**config.mk**
```make
export PLATFORM = sky130hd
export DESIGN_NAME = lrwait_queue_node
export DESIGN_NICKNAME = d
export VERILOG_FILES = /design/src/rtl/lrwait_queue_node_pkg.sv /design/src/rtl/lrwait_queue_node.sv
export SDC_FILE = /design/constraint.sdc
export NUM_CORES = 1
export LEC_CHECK = 0
export ABC_AREA = 1
export CELL_PAD_IN_SITES_DETAIL_PLACEMENT = 1
export CELL_PAD_IN_SITES_GLOBAL_PLACEMENT = 2
export CORE_MARGIN = 4
export CORE_UTILIZATION = 17
export DETAILED_ROUTE_END_ITERATION = 10
export PLACE_DENSITY_LB_ADDON = 0.1
export SKIP_CTS_REPAIR_TIMING = 1
export SLEW_MARGIN = 25
export SYNTH_ARGS = -nofsm -noshare
export SYNTH_HDL_FRONTEND = slang
export SYNTH_SLANG_ARGS = --single-unit
```
**constraint.sdc**
```tcl
create_clock -name clk_i -period 3.45 [get_ports clk_i]
set_clock_uncertainty 0.1 [all_clocks]
set_input_delay 0.8625 -clock clk_i [delete_from_list [all_inputs] [get_ports clk_i]]
set_output_delay 0.8625 -clock clk_i [all_outputs]
set_load 0.03 [all_outputs]
```
**src/rtl/lrwait_queue_node_pkg.sv**
```systemverilog
// ---------------------------------------------------------------------------
// lrwait_queue_node_pkg
// Shared types and constants for the LRWait/SCWait queue node.
//   - AMO_LR / AMO_SC : amo encodings of LRWait and SCWait
//   - meta_id_t       : request/response ID at the default width
//   - lrwait_req_t    : sideband on a request  {succ_id, wakeup}
//   - lrwait_rsp_t    : sideband on a response {succ_id, succ_update}
//   - node_state_e    : queue node FSM states
// ---------------------------------------------------------------------------
package lrwait_queue_node_pkg;

  localparam int unsigned MetaIdWidthDef = 5;
  localparam int unsigned CoreIdWidthDef = 8;

  localparam logic [3:0] AMO_LR = 4'hA;
  localparam logic [3:0] AMO_SC = 4'hB;

  typedef logic [MetaIdWidthDef-1:0] meta_id_t;

  // Bit 0 is the flag, the successor core ID sits above it.
  typedef struct packed {
    logic [CoreIdWidthDef-1:0] succ_id;
    logic                      wakeup;
  } lrwait_req_t;

  typedef struct packed {
    logic [CoreIdWidthDef-1:0] succ_id;
    logic                      succ_update;
  } lrwait_rsp_t;

  typedef enum logic {
    PASS   = 1'b0,
    WAKEUP = 1'b1
  } node_state_e;

endpackage

```
**src/rtl/lrwait_queue_node.sv**
```systemverilog
// ---------------------------------------------------------------------------
// lrwait_queue_node
// Core-side half of the LRWait/SCWait queue reservation protocol. Sits
// between the Snitch TCDM data port and the tile interconnect.
//   - snitch_q* / tile_q* : request path, combinational pass-through in PASS;
//                           in WAKEUP the node owns the tile request port and
//                           issues a wake-up to the queued successor.
//   - tile_p* / snitch_p* : response path, combinational pass-through, except
//                           successor updates (tile_plrwait_i[0]) which are
//                           absorbed locally and never reach the core.
//   - clk_i, rst_i        : clock, asynchronous active-high reset.
// ---------------------------------------------------------------------------
module lrwait_queue_node
  import lrwait_queue_node_pkg::*;
#(
  parameter int unsigned MetaIdWidth = 5,
  parameter int unsigned CoreIdWidth = 8,
  parameter logic [3:0]  AmoLr       = AMO_LR,
  parameter logic [3:0]  AmoSc       = AMO_SC
) (
  input  logic                   clk_i,
  input  logic                   rst_i,
  input  logic [31:0]            snitch_qaddr_i,
  input  logic                   snitch_qwrite_i,
  input  logic [3:0]             snitch_qamo_i,
  input  logic [31:0]            snitch_qdata_i,
  input  logic [3:0]             snitch_qstrb_i,
  input  logic [MetaIdWidth-1:0] snitch_qid_i,
  input  logic                   snitch_qvalid_i,
  output logic                   snitch_qready_o,
  output logic [31:0]            snitch_pdata_o,
  output logic                   snitch_perror_o,
  output logic [MetaIdWidth-1:0] snitch_pid_o,
  output logic                   snitch_pvalid_o,
  input  logic                   snitch_pready_i,
  output logic [31:0]            tile_qaddr_o,
  output logic                   tile_qwrite_o,
  output logic [3:0]             tile_qamo_o,
  output logic [31:0]            tile_qdata_o,
  output logic [3:0]             tile_qstrb_o,
  output logic [MetaIdWidth-1:0] tile_qid_o,
  output logic [CoreIdWidth:0]   tile_qlrwait_o,
  output logic                   tile_qvalid_o,
  input  logic                   tile_qready_i,
  input  logic [31:0]            tile_pdata_i,
  input  logic                   tile_perror_i,
  input  logic [MetaIdWidth-1:0] tile_pid_i,
  input  logic [CoreIdWidth:0]   tile_plrwait_i,
  input  logic                   tile_pvalid_i,
  output logic                   tile_pready_o
);

  node_state_e             state_q;
  logic                    succ_valid_q;
  logic [CoreIdWidth-1:0]  succ_id_q;
  logic                    sc_pending_q;
  logic [MetaIdWidth-1:0]  sc_id_q;
  logic [31:0]             sc_addr_q;
  logic                    lr_outstanding_q;

  logic upd_s;
  logic upd_acc_s;
  logic req_acc_s;
  logic wake_acc_s;
  logic fwd_hs_s;
  logic sc_done_s;
  logic go_wakeup_s;

  assign upd_s      = tile_plrwait_i[0];
  assign upd_acc_s  = tile_pvalid_i & upd_s;   // updates are always accepted
  assign req_acc_s  = snitch_qvalid_i & snitch_qready_o;
  assign wake_acc_s = (state_q == WAKEUP) & tile_qready_i;
  assign fwd_hs_s   = tile_pvalid_i & ~upd_s & snitch_pready_i;
  assign sc_done_s  = fwd_hs_s & sc_pending_q & (tile_pid_i == sc_id_q);

  // Wake-up is due when our SC finishes with a successor known (or arriving
  // now), or when a successor registers after our reservation is already over.
  assign go_wakeup_s = (sc_done_s & (succ_valid_q | upd_acc_s))
                     | (upd_acc_s & ~sc_pending_q & ~lr_outstanding_q);

  // Request path: pass-through in PASS, node-generated wake-up in WAKEUP.
  always_comb begin
    tile_qaddr_o    = snitch_qaddr_i;
    tile_qwrite_o   = snitch_qwrite_i;
    tile_qamo_o     = snitch_qamo_i;
    tile_qdata_o    = snitch_qdata_i;
    tile_qstrb_o    = snitch_qstrb_i;
    tile_qid_o      = snitch_qid_i;
    tile_qlrwait_o  = {(CoreIdWidth+1){1'b0}};
    tile_qvalid_o   = snitch_qvalid_i;
    snitch_qready_o = tile_qready_i;
    case (state_q)
      WAKEUP: begin
        tile_qaddr_o    = sc_addr_q;
        tile_qwrite_o   = 1'b0;
        tile_qamo_o     = 4'h0;
        tile_qdata_o    = 32'h0;
        tile_qstrb_o    = 4'h0;
        tile_qid_o      = sc_id_q;
        tile_qlrwait_o  = {succ_id_q, 1'b1};
        tile_qvalid_o   = 1'b1;
        snitch_qready_o = 1'b0;
      end
      PASS: begin
        tile_qvalid_o   = snitch_qvalid_i;
        snitch_qready_o = tile_qready_i;
      end
      default: begin
        tile_qvalid_o   = snitch_qvalid_i;
        snitch_qready_o = tile_qready_i;
      end
    endcase
  end

  // Response path: forward ordinary responses, swallow successor updates.
  always_comb begin
    snitch_pdata_o  = tile_pdata_i;
    snitch_perror_o = tile_perror_i;
    snitch_pid_o    = tile_pid_i;
    if (upd_s) begin
      snitch_pvalid_o = 1'b0;
      tile_pready_o   = 1'b1;
    end else begin
      snitch_pvalid_o = tile_pvalid_i;
      tile_pready_o   = snitch_pready_i;
    end
  end

  // Successor register: a fresh update wins over clearing by the wake-up.
  always_ff @(posedge clk_i or posedge rst_i) begin
    if (rst_i) begin
      succ_valid_q <= 1'b0;
      succ_id_q    <= {CoreIdWidth{1'b0}};
    end else if (upd_acc_s) begin
      succ_valid_q <= 1'b1;
      succ_id_q    <= tile_plrwait_i[CoreIdWidth:1];
    end else if (wake_acc_s) begin
      succ_valid_q <= 1'b0;
    end
  end

  // SC / LR reservation tracking; a new request takes priority over clearing.
  always_ff @(posedge clk_i or posedge rst_i) begin
    if (rst_i) begin
      sc_pending_q     <= 1'b0;
      sc_id_q          <= {MetaIdWidth{1'b0}};
      sc_addr_q        <= 32'h0;
      lr_outstanding_q <= 1'b0;
    end else begin
      if (req_acc_s && (snitch_qamo_i == AmoSc)) begin
        sc_pending_q <= 1'b1;
        sc_id_q      <= snitch_qid_i;
        sc_addr_q    <= snitch_qaddr_i;
      end else if (sc_done_s) begin
        sc_pending_q <= 1'b0;
      end
      if (req_acc_s && (snitch_qamo_i == AmoLr)) begin
        lr_outstanding_q <= 1'b1;
      end else if (sc_done_s) begin
        lr_outstanding_q <= 1'b0;
      end
    end
  end

  // Node FSM: enter WAKEUP after reservation hand-off is due, leave on accept.
  always_ff @(posedge clk_i or posedge rst_i) begin
    if (rst_i) begin
      state_q <= PASS;
    end else begin
      case (state_q)
        PASS:    if (go_wakeup_s)   state_q <= WAKEUP;
        WAKEUP:  if (tile_qready_i) state_q <= PASS;
        default: state_q <= PASS;
      endcase
    end
  end

endmodule

```
# [Word-level counts from Yosys, hierarchy flattened]
# Cells that the tools add are included.
[word_totals] in_bits=131 ff_bits=49 out_inout_bits=129 word_cells=50
[classes] bitwise=16 reduce_logical=5 n_eq_ne=3 muxes=19
[ops] op="32-bit 2-to-1 mux" count=2
[ops] op="1-bit bitwise AND" count=10
[ops] op="1-bit 2-to-1 mux" count=10
[ops] op="9-bit 2-to-1 mux" count=1
[ops] op="4-bit == test, second input constant" count=2
[ops] op="4-bit 2-to-1 mux" count=2
[ops] op="1-bit case mux with 2 select lines" count=3
[ops] op="2-bit nonzero test" count=3
[ops] op="5-bit == test" count=1
[ops] op="5-bit 2-to-1 mux" count=1
[ops] op="1-bit NOT" count=4
[ops] op="1-bit logical AND" count=2
[ops] op="1-bit OR" count=2

# [Longest topological paths before layout]
[logic_depth] ltp_word=9 ltp_mapped=8 ltp_nobuf=8

# [Worst setup path after synthesis]
# Ideal clock, no wire load.
[synth_timing] path_kind="input -> output" from="input port snitch_qaddr_i[0]" to="output port tile_qaddr_o[0]" arrival_ps=1584 path_slack_ps=903 required_time_ps=2487 n_path_buf=0 path_stages=2 path_cell_list="inv_1 -> o21ai_0"
[synth_via] elab_chain_len=1
[synth_lines] element="start: declaration" line_no="lrwait_queue_node.sv:23" rtl="input logic [31:0] snitch_qaddr_i,"
[synth_lines] element="32-bit 2-to-1 mux" line_no="lrwait_queue_node.sv:92" rtl="case (state_q)"
[synth_lines] element="end: declaration" line_no="lrwait_queue_node.sv:36" rtl="output logic [31:0] tile_qaddr_o,"
# No other way between the ends.

# [Worst setup path in the final report]
[layout_timing] from="input port snitch_qid_i[3]" to="output port tile_qid_o[3]"
[layout_via] elab_chain_len=1
[layout_lines] element="start: declaration" line_no="lrwait_queue_node.sv:28" rtl="input logic [MetaIdWidth-1:0] snitch_qid_i,"
[layout_lines] element="5-bit 2-to-1 mux" line_no="lrwait_queue_node.sv:92"
[layout_lines] element="end: declaration" line_no="lrwait_queue_node.sv:41" rtl="output logic [MetaIdWidth-1:0] tile_qid_o,"
# No other way between the ends.

==> results.toml <==
[run_status]
status = "complete, no violations"

[global_routing]
gr-total-overflow = 0
grt_pass1_vias = 3591
grt_max_degree = 90
grt_util_all_layers_pct = 11.8
use_met1_pct = 15.1
grt_antenna_before_repair = 0
busiest_layer = "met2"
grt_pass1_wl_um = 20500
met3_usage_pct = 3.57
use_met2_pct = 19.5

[floorplan]
die_h_um = 147
core_region_area_um2 = 18800
die_w_um = 147
die-area_um2 = 21500
io_pins = 260
row_count = 50
start_util_pct = 17.4

[synthesis]
ys_ff_latch = 49
ys_types = 17
syn_area_um2 = 3260
syn-num-nets = 627
yosys_warnings = 0
synth.yosys.seq_area_share_pct = 37.6
post_synth_inst_count = 496
avgSynthCellArea_um2 = 6.58

[final_layout]
diodes = 0
area_growth_pct = 61.8
nNetsFinal = 769
fin_area_um2 = 5280
multi_input_area_um2 = 1320
seqCellArea_um2 = 1230
drive_gt1_share_pct = 5.01
fillers = 2295

[critical_path]
crit_slowest_cell = "clkdlybuf4s50_1"
cp_cell_sequence = "clkdlybuf4s50_1 -> inv_1 -> o21ai_0 -> clkdlybuf4s50_1"
r2r-start = "state_q"
cp_max_fo = 2
worstSetupEndpointType = "output pin"
cp_common_cell = "clkdlybuf4s50_1"
crit_type = "input port to output pin"
cpPeakStageDelay_ns = 0.70
required_ns = 2.49
r2r_slack_ns = 1.32
cp.arrival_ns = 2.26
r2r-end = "sc_id_q[2]"
crit_path_start_kind = "input port"
r2r_cells = 5

[hold_path]
hold_class = "register to register"
whs_path_depth = 2
hold_path_end = "sc_addr_q[20]"
hp-start = "sc_addr_q[20]"

[sta]
min_period_ns = 3.23
maxSlewViolCount = 0
setup_viol = 0
tightest_slew_ns = 0.723
setup_tns_ns = 0
fin_crit_sh_pct = 93.5
final-hold-violation-count = 0
rsz0062_at_grt = "no"
slew_headroom_pct = 51.7
fin_ws_ns = 0.223
timing.fmax_ghz = 0.310
holdWs_ns = 0.377

[detailed_routing]
vias_per_cell = 3.82
drt-pass1-iter-count = 4
vias = 3338
drcViolationCount = 0
routedWlPerCell_um = 14.5
wirelength_um = 12600
ant_nets = 0
drt-initial-drc-count = 129

[placement]
portBuffers = 193
dp_hpwl_um = 9380
place_area_um2 = 5140
gp_congestion = 0.699
dp_slack_ns = 0.205

[job]
cap_viol_max_count = 0

[clocking]
cts.sinks = 49
path_clk_slew_ns = 0.07
htreeDepth = 2
clock-root-buffer = "clkbuf_16"
clock_latency_ns = 0.30
clock_path_buffers = 2
cts_tree = "built"
cts_buffers = 5

[pwr]
ir_drop_mv = 0.210
leakagePower_nw = 2.67
power.density_nw_per_um2 = 667
total_power_mw = 3.52
per-layer routing:
layer,vias up,wire length (µm)
li1,1697,-
met1,1516,5570
met2,103,6170
met3,22,691
met4,0,188
met5,-,0
registers in the layout (all words and copies together), names as in the netlist:
name and flops:
sc_pending_q 1, sc_id_q 5, succ_id_q 8, lr_outstanding_q 1, state_q 1, sc_addr_q 32, succ_valid_q 1
worst max-delay path by stage:
| stage | from | end | slack, ns | cells past startpoint |
|---|---|---|---|---|
| floorplan | snitch_qaddr_i[0] | tile_qaddr_o[0] | 0.90 | 2 |
| global placement | tile_qready_i | snitch_qready_o | 0.24 | 4 |
| finish | snitch_qid_i[3] | tile_qid_o[3] | 0.22 | 4 |
| global route | state_q | tile_qaddr_o[19] | 0.13 | 5 |
| CTS | snitch_qaddr_i[4] | tile_qaddr_o[4] | 0.20 | 4 |
| detailed placement | snitch_qaddr_i[4] | tile_qaddr_o[4] | 0.20 | 4 |
cells in the final DEF, fill, tap and decap left out:
cell and instances:
clkinv_2 2, or2_2 1, clkbuf_1 1, buf_12 3, clkbuf_16 5, nand3_1 25, nand2_4 1, o21ai_0 16
nand2_1 197, dfrtp_4 1, clkdlybuf4s50_1 193, inv_1 76, clkinv_1 1, inv_2 1, nor2_1 46, buf_4 2
nor3_4 2, a21oi_1 2, xor2_1 2, dfrtp_1 48, o21ai_2 14
worst max-delay path, delay by kind of cell:
| family | cells | cell delay, ns |
|---|---|---|
| AO/OA/AOI/OAI | 1 | 0.18 |
| buffers and inverters | 3 | 1.22 |
through the flow:
stage | instances | utilization (%)
finish | 873 | 28.1
CTS | 873 | 28.1
global route | 873 | 28.1
floorplan | 496 | -
detailed placement | 865 | 27.4
global placement | 865 | 27.4
Yosys cell counts:
| library cell | number | area [µm²] |
|---|---|---|
| a21oi_1 | 2 | 10.0 |
| nand3_1 | 25 | 125 |
| or2_2 | 1 | 6.26 |
| nand2_1 | 197 | 739 |
| dfrtp_1 | 49 | 1230 |
| nor3_4 | 2 | 32.5 |
| inv_1 | 77 | 289 |
| xor2_1 | 2 | 17.5 |
| clkinv_1 | 1 | 3.75 |
| buf_6 | 3 | 33.8 |
| o21ai_0 | 16 | 80.1 |
| nor2_1 | 46 | 173 |
| buf_2 | 13 | 65.1 |
| o21ai_2 | 14 | 123 |
| buf_4 | 40 | 300 |
| nand2_4 | 1 | 11.3 |
| clkbuf_1 | 7 | 26.3 |
power breakdown:
| part | total [mW] | internal [mW] | switching [mW] |
|---|---|---|---|
| Combinational | 2.18 | 0.860 | 1.32 |
| Clock | 0.499 | 0.268 | 0.232 |
| Sequential | 0.842 | 0.723 | 0.119 |
area by class of cell:
type / instances / share of cell area [%]
Multi-Input combinational cell: 306 / 25.0
Tap cell: 234 / 5.55
Timing Repair Buffer: 198 / 38.0
Clock buffer: 6 / 2.44
Clock inverter: 2 / 0.190
Sequential cell: 49 / 23.3
Inverter: 78 / 5.55
cells by family (layout without fill, tap and decap cells):
logic type	count (synthesis)	in the layout	synth area share (%)
compound gates	32	32	6.52
xor+xnor	2	2	0.537
buf+inv	141	284	22.0
simple gates	272	272	33.3
flops	49	49	37.6
(Power assumes the default switching activity.)
